===== config.mk =====
export PLATFORM = sky130hd
export DESIGN_NAME = move_tick_gen
export DESIGN_NICKNAME = d
export VERILOG_FILES = /design/src/rtl/move_tick_gen_pkg.sv /design/src/rtl/tap_edge_det.sv /design/src/rtl/move_tick_gen.sv
export SDC_FILE = /design/constraint.sdc
export NUM_CORES = 1
export LEC_CHECK = 0
export ABC_CLOCK_PERIOD_IN_PS = 1900
export BUFFER_PORTS_ARGS = -buffer_cell sky130_fd_sc_hd__buf_2
export CAP_MARGIN = 30
export CORE_MARGIN = 1
export CORE_UTILIZATION = 40
export DETAILED_ROUTE_END_ITERATION = 10
export PLACE_DENSITY_LB_ADDON = 0.1
export SYNTH_ARGS = -nofsm -noshare
export SYNTH_HDL_FRONTEND = slang
export SYNTH_SLANG_ARGS = --single-unit

===== constraint.sdc =====
create_clock -name clk -period 1.9 [get_ports clk]
set_input_delay 0.19 -clock clk [delete_from_list [all_inputs] [get_ports clk]]
set_output_delay 0.19 -clock clk [all_outputs]
set_load 0.05 [all_outputs]

===== src/rtl/move_tick_gen_pkg.sv =====
// move_tick_gen_pkg: shared game-flow state encodings and widths for the snake move pacer.
package move_tick_gen_pkg;
  typedef enum logic [1:0] {
    ST_IDLE  = 2'd0,
    ST_RUN   = 2'd1,
    ST_PAUSE = 2'd2,
    ST_OVER  = 2'd3
  } state_e;
  localparam int DIV_W_DEF = 32;
  localparam int LVL_W     = 2;
  localparam int CNT_W     = 16;
endpackage


===== src/rtl/tap_edge_det.sv =====
// tap_edge_det: registers the selected divider tap and flags its rising edge.
module tap_edge_det (
  input  logic clk,
  input  logic rst_n,
  input  logic d,
  output logic rise
);
  logic d_q;
  always_ff @(posedge clk or negedge rst_n)
    if (!rst_n) d_q <= 1'b0;
    else        d_q <= d;
  assign rise = d & ~d_q;
endmodule


===== src/rtl/move_tick_gen.sv =====
// move_tick_gen: speed-selected clkdiv tap -> one-cycle move_tick, plus IDLE/RUN/PAUSE/OVER game flow.
// Optional SPEED_RAMP_EN adds automatic speed stepping every RAMP_TICKS move ticks.
module move_tick_gen
  import move_tick_gen_pkg::*;
#(
  parameter int DIV_W      = DIV_W_DEF,
  parameter int TAP_BASE   = 24,
  parameter int MAX_LEVEL  = 3,
  parameter int RAMP_TICKS = 64
) (
  input  logic             clk,
  input  logic             rst_n,
  input  logic [DIV_W-1:0] clkdiv,
  input  logic             start,
  input  logic             pause,
  input  logic             speed_up,
  input  logic             speed_down,
  input  logic             game_over,
  output logic             move_tick,
  output logic             running,
  output logic [LVL_W-1:0] speed_level,
  output logic [CNT_W-1:0] tick_count
);
  state_e           state_q, state_d;
  logic [LVL_W-1:0] speed_level_q, speed_level_d, lvl_inc, lvl_dec;
  logic [CNT_W-1:0] tick_count_q, tick_count_d;
  logic             move_tick_q, move_tick_d, running_q;
  logic [MAX_LEVEL:0] taps;
  logic             tap, rise, ramp_step, unused_div;
  // taps[0] is the fastest bit; level L reads taps[MAX_LEVEL-L]
  assign taps = clkdiv[TAP_BASE-MAX_LEVEL +: MAX_LEVEL+1];
  assign tap  = taps[LVL_W'(MAX_LEVEL) - speed_level_q];
  assign unused_div = ^{clkdiv[DIV_W-1:TAP_BASE+1], clkdiv[TAP_BASE-MAX_LEVEL-1:0]};
  tap_edge_det u_edge (
    .clk  (clk),
    .rst_n(rst_n),
    .d    (tap),
    .rise (rise)
  );
  always_comb begin
    state_d = start ? ST_RUN :
              (state_q == ST_RUN)   ? (game_over ? ST_OVER : pause ? ST_PAUSE : ST_RUN) :
              (state_q == ST_PAUSE && pause) ? ST_RUN : state_q;
    move_tick_d   = (state_q == ST_RUN) & (state_d == ST_RUN) & rise;
    tick_count_d  = start ? '0 : tick_count_q + CNT_W'(move_tick_d);
    lvl_inc       = (speed_level_q == LVL_W'(MAX_LEVEL)) ? speed_level_q : speed_level_q + 1'b1;
    lvl_dec       = (speed_level_q == '0) ? speed_level_q : speed_level_q - 1'b1;
    speed_level_d = (speed_up & ~speed_down) ? lvl_inc :
                    (speed_down & ~speed_up) ? lvl_dec :
                    (ramp_step & ~speed_up & ~speed_down) ? lvl_inc : speed_level_q;
  end
`ifdef SPEED_RAMP_EN
  localparam int RW = $clog2(RAMP_TICKS + 1);
  logic [RW-1:0] ramp_q, ramp_d;
  assign ramp_step = ~start & move_tick_d & (ramp_q == RW'(RAMP_TICKS - 1));
  assign ramp_d    = (start | ramp_step) ? '0 : ramp_q + RW'(move_tick_d);
  always_ff @(posedge clk or negedge rst_n)
    if (!rst_n) ramp_q <= '0;
    else        ramp_q <= ramp_d;
`else
  logic unused_ramp;
  assign ramp_step   = 1'b0;
  assign unused_ramp = RAMP_TICKS[0];
`endif
  always_ff @(posedge clk or negedge rst_n)
    if (!rst_n) begin
      state_q       <= ST_IDLE;
      speed_level_q <= '0;
      tick_count_q  <= '0;
      move_tick_q   <= 1'b0;
      running_q     <= 1'b0;
    end else begin
      state_q       <= state_d;
      speed_level_q <= speed_level_d;
      tick_count_q  <= tick_count_d;
      move_tick_q   <= move_tick_d;
      running_q     <= (state_d == ST_RUN);
    end
  assign move_tick   = move_tick_q;
  assign running     = running_q;
  assign speed_level = speed_level_q;
  assign tick_count  = tick_count_q;
endmodule

Word level (Yosys, flattened, before mapping)
Index checks and enable logic that the tools add are counted.

Flip-flop bits (word level): 23. Bits in latches: 0. Bits in writable memories: 0. Bits in read-only memories: 0. Input bits: 39. Output and inout port bits: 20. Word-level logic and storage cells: 41. Memories: 0.

Add/sub/neg operators: 4. Multipliers: 0. Divide/modulo/power cells: 0. Magnitude comparators: 1. Eq/ne operators: 6. Shift-type cells: 0. Multiplexer cells: 12. Bitwise logic cells: 8. Reduce and logical (&&, ||, !) cells: 4.

Operators by type and width (count): 2-to-1 mux 2 bit (9); adder 16 x 1 -> 16 bit (1); 2-to-1 mux 16 bit (1); bitwise AND 1 bit (5); equality test 2 x 1 -> 1 bit (second input constant) (2); equality test 2 bit (second input constant) (2); less-than comparator 2 x 3 -> 1 bit (second input constant) (1); inverter 1 bit (3); AND reduction 3 bit (1); adder 2 x 1 -> 2 bit (second input constant) (1); binary-select mux 1 bit (select 2 bit) (1); logical NOT 2 bit (1); != test 2 x 1 -> 1 bit (second input constant) (1); != test 2 bit (second input constant) (1); nonzero test 2 bit (1); subtractor 2 x 1 -> 2 bit (second input constant) (1); subtractor 2 bit (first input constant) (1); logical AND 1 bit (1); 2-to-1 mux 1 bit (1).

Logic depth before layout (Yosys ltp)
Depth after elaboration: 10. Depth in mapped cells: 10. Mapped depth without buffers: 9.

Hierarchy
From an unflattened synthesis, not the netlist that was laid out.

Cells, all modules: 108. Area total of the unflattened synthesis: 1123.6 um^2.

By module, submodules not included: move_tick_gen (times used 1, cells each 106, area each 1084.8 um^2, sequential area each 550.5 um^2); tap_edge_det (times used 1, cells each 2, area each 38.8 um^2, sequential area each 25.0 um^2).

Least setup slack after synthesis
No wires, ideal clock.

Kind: flip-flop to flip-flop. Start point: reg speed_level_q[0] (netlist: speed_level[0]). End point: reg tick_count_q[10] (netlist: tick_count[10]). Library setup time: 0.132 ns. Arrival time: 2.261 ns. Setup slack: -0.493 ns. Stages on the path, launching flop included: 9. Buffers on the path: 1. Period minus slack after synthesis: 2.393 ns. Path through: dfrtp_1 > mux4_2 > and4_1 > ha_1 > and4_1 > clkbuf_1 > nand4_1 > xor2_1 > nor2_1.

Longest elaborated chain between the ends: 7.

RTL lines: from (decl) (RTL line move_tick_gen.sv:25) `logic [LVL_W-1:0] speed_level_q, speed_level_d, lvl_inc, lvl_dec;`; from (signal assigned) (RTL line move_tick_gen.sv:74) `speed_level_q <= speed_level_d;`; subtractor 2 bit (RTL line move_tick_gen.sv:32) `assign tap = taps[LVL_W'(MAX_LEVEL) - speed_level_q];`; binary-select mux 1 bit (select 2 bit) (RTL line move_tick_gen.sv:32); 2-to-1 mux 1 bit (not written as such) (RTL line move_tick_gen.sv:32); named net tap (RTL line move_tick_gen.sv:29) `logic tap, rise, ramp_step, unused_div;`; bitwise AND 1 bit (RTL line tap_edge_det.sv:12) `assign rise = d & ~d_q;`; bitwise AND 1 bit (RTL line move_tick_gen.sv:44) `move_tick_d = (state_q == ST_RUN) & (state_d == ST_RUN) & rise;`; named net move_tick_d (RTL line move_tick_gen.sv:27) `logic move_tick_q, move_tick_d, running_q;`; adder 16 x 1 -> 16 bit (RTL line move_tick_gen.sv:45) `tick_count_d = start ? '0 : tick_count_q + CNT_W'(move_tick_d);`; 2-to-1 mux 16 bit (RTL line move_tick_gen.sv:45); named net tick_count_d[10] (RTL line move_tick_gen.sv:26) `logic [CNT_W-1:0] tick_count_q, tick_count_d;`; to (signal assigned) (RTL line move_tick_gen.sv:75) `tick_count_q <= tick_count_d;`; to (decl) (RTL line move_tick_gen.sv:26).

The timed path passes the listed nets, and every way through them passes these cells. The select of a mux whose other input is x is not followed. A chain may end at the register's enable or synchronous reset.

Worst setup path after layout
Start point: reg state_q[1]. End point: reg tick_count_q[15] (netlist: tick_count[15]).

Longest elaborated chain between the ends: 10. Elaborated cells on any way between the ends: 11. Those cells by class: add/sub (1); eq/ne (3); mux (4); bitwise (2); reduce/logical (1).

RTL lines: from (decl) (RTL line move_tick_gen.sv:24) `state_e state_q, state_d;`; from (signal assigned) (RTL line move_tick_gen.sv:73) `state_q <= state_d;`; equality test 2 bit (RTL line move_tick_gen.sv:43) `(state_q == ST_PAUSE && pause) ? ST_RUN : state_q;`; logical AND 1 bit (RTL line move_tick_gen.sv:43); 2-to-1 mux 2 bit (RTL line move_tick_gen.sv:43); 2-to-1 mux 2 bit (RTL line move_tick_gen.sv:42) `(state_q == ST_RUN) ? (game_over ? ST_OVER : pause ? ST_PAUSE : ST_RUN) :`; 2-to-1 mux 2 bit (RTL line move_tick_gen.sv:41) `state_d = start ? ST_RUN :`; equality test 2 x 1 -> 1 bit (RTL line move_tick_gen.sv:44); bitwise AND 1 bit (*) (2 in a row) (RTL line move_tick_gen.sv:44); named net move_tick_d (RTL line move_tick_gen.sv:27); adder 16 x 1 -> 16 bit (*) (RTL line move_tick_gen.sv:45); 2-to-1 mux 16 bit (*) (RTL line move_tick_gen.sv:45); named net tick_count_d[15] (RTL line move_tick_gen.sv:26).

The timed path passes the listed nets; every way through them passes the cells marked *.

==> flow_summary.yaml <==
status:
  status: "finished with violations"
  violations: "negative setup slack"
sta:
  fin_setup_tns_ps: -440
  grt_setup_unrepaired: "true"
  fin_skew_ps: 1.15
  fmax_mhz: 499
  slew_viol_final: 0
  worst_pin_slew_ps: 507
  setup_viol: 10
  period_share_pct: 106
  fin_crit_ps: 2000
  layout_setup_ws_ps: -105
  finalHoldViolCount: 0
  maxSlewHeadroom_pct: 66.2
setup_path:
  cp_data_arrival_time_ps: 2210
  cp_slowest_cell: "dfrtp_1"
  max_stage_delay_ps: 420
  cp_cell_sequence: "o41ai_2 > and4_4 > ha_4 > nand2_4 > nor4_4 > nand3_2 > mux2_4"
  end_kind: "flop"
  cp-start-kind: "flop"
  crit_required_ps: 2100
  worstSetupPathType: "flop to flop"
  worstPathMaxFanout: 3
route:
  first_pass_iters: 3
  drt_iter0_drc: 16
  drc: 0
  routedWlPerCell_um: 13.2
  via_per_inst: 5.19
  wirelength_mm: 2.43
  drtAntennaViolNets: 0
  via_count: 961
yosys:
  synth-seq-area-share_pct: 50.1
  synth-edff-count: 0
  synth_flop_cell: "dfrtp_1"
  synthCells: 110
  async_reset_ff_share_pct: 100
  netlist_top_cells_area: "dfrtp_1, nor2_1, xnor2_1"
  synthMostInstantiatedCell: "dfrtp_1"
  yosysTopAreaCellShare_pct: 50.1
  post_synth.cell_area_avg_um2: 10.5
  synth.distinct_cells: 31
  yosysTopAreaCell: "dfrtp_1"
  netlist_area_um2: 1150
  synth_nets: 151
  synth_common_cells: "dfrtp_1, nor2_1, nand2_1, xnor2_1, xor2_1"
  synth_seq_cells: 23
  yosys_warnings: 0
placement:
  dpl.hpwl_mm: 1.72
  portBuffers: 30
  gp_congestion: 0.750
global_route:
  grt.overflow.total: 0
  grt_usage_pct: 17.9
  grt_start_max_net_pins: 24
  grt_pass1_vias: 964
  antenna_found_initial: 0
  grt_pass1_wl_mm: 4.36
worst_hold_path:
  hp-class: "input port to flop"
finish:
  drive_above_1_share_pct: 46.1
  diodes: 0
  areaGrowthSynthToFinish_pct: 36.6
  postLayoutCoreUtil_pct: 57.4
  nNetsFinal: 196
clock_tree:
  tritoncts: "yes"
  cts_root_buffer: "clkbuf_4"
  clock-sinks: 23
  clockBufferDepth: 2
  insertion_delay_ps: 300
  clk_pin_slew_worst_paths_ps: 120
  numCtsBuffers: 3
  htreeDepth: 1
job:
  drv_cap: 0
floorplanning:
  io_pins: 59
  core.rowCount: 19
  die-width_um: 55.6
  start_util_pct: 42.1
  fp.dieH_um: 55.6
  design.die.area_um2: 3090
  core-area_um2: 2730
power:
  ir_drop_mv: 0.752
  powerDensity_nw_per_um2: 723
  leakagePower_nw: 0.791
cell type report:
class                           instances  area (um2)
Fill cell                             221        1160
Clock buffer                            4        26.3
Multi-Input combinational cell         81         662
Inverter                                2        7.51
Sequential cell                        23         578
Tap cell                               31        38.8
Timing Repair Buffer                   44         258
registers in the layout, indices dropped and copies added, names as in the netlist:
register / flops
speed_level: 2
state_q: 2
move_tick: 1
tick_count: 16
running: 1
u_edge.d_q: 1
layer usage:
metal | wire, um | GRT usage [%] | vias up
met3 | 93 | 2.79 | 2
met2 | 1140 | 28.1 | 22
met5 | 0 | 0 | -
li1 | - | - | 471
met4 | 13 | 5.36 | 0
met1 | 1190 | 25.8 | 466
worst max-delay path, delay by kind of cell (launching register included):
kind | cells | cell delay, ps
simple gates | 4 | 680
flops | 1 | 420
compound gates | 1 | 360
mux | 1 | 300
fa+ha+maj | 1 | 150
per-stage QoR:
stage	setup WS [ps]	cells	area [um2]	power (mW)	hold WS [ps]
2_1_floorplan	-245	110	1210	0.794	-106
3_3_place_gp	-220	178	1470	0.910	201
3_5_place_dp	-312	178	1470	0.917	196
4_1_cts	-111	184	1530	1.15	175
5_1_grt	-201	185	1570	1.21	184
6_report	-105	185	1570	1.13	187
report_power, final:
group	leakage (nW)	total, mW	internal (mW)	switching, mW
Sequential	0.303	0.569	0.538	0.0306
Combinational	0.473	0.341	0.125	0.216
Clock	0.0150	0.225	0.0818	0.144
logic make-up (layout without fill, tap and decap cells):
group           Yosys count  in the layout  synth area share [%]
buf+inv                   6             50                  2.07
xor+xnor                 13             13                  9.90
simple gates             54             54                  27.6
mux                       2              2                  3.26
compound gates           10             10                  4.90
fa+ha+maj                 2              2                  2.18
flops                    23             23                  50.1
path summary, 6_finish.rpt:
| check | startpoint | end | slack, ps | cells past startpoint |
|---|---|---|---|---|
| hold reg to reg | speed_level[0] | speed_level[0] | 590 | 2 |
| setup reg to reg | state_q[1] | tick_count[15] | -100 | 7 |
| min in group asynchronous | rst_n | tick_count[0] | 370 | 2 |
| max in group asynchronous | rst_n | speed_level[1] | 1160 | 2 |
| hold / removal | speed_down | speed_level[1] | 190 | 4 |
| setup / recovery | state_q[1] | tick_count[15] | -100 | 7 |
timing repair:
item	4_1_cts	5_1_grt
setup buffers	1	1
endpoints found under the hold margin	23	0
pin swaps	5	7
resized for setup	5	5
endpoints found under the setup margin	12	13
hold buffers	1	0
placed cells by master, fill, tap and decap left out, types with 3 or more instances in the layout:
| master | synthesis | final |
|---|---|---|
| nor2_1 | 17 | 17 |
| nor2b_1 | 4 | 4 |
| dfrtp_1 | 23 | 21 |
| clkbuf_4 | 0 | 3 |
| buf_4 | 0 | 13 |
| nand4_1 | 4 | 4 |
| xnor2_1 | 7 | 5 |
| xor2_1 | 6 | 6 |
| nand3_1 | 4 | 3 |
| nand3_2 | 2 | 3 |
| o21ai_0 | 4 | 4 |
| buf_2 | 1 | 30 |
| nand2_1 | 8 | 7 |
(Power assumes the default switching activity.)
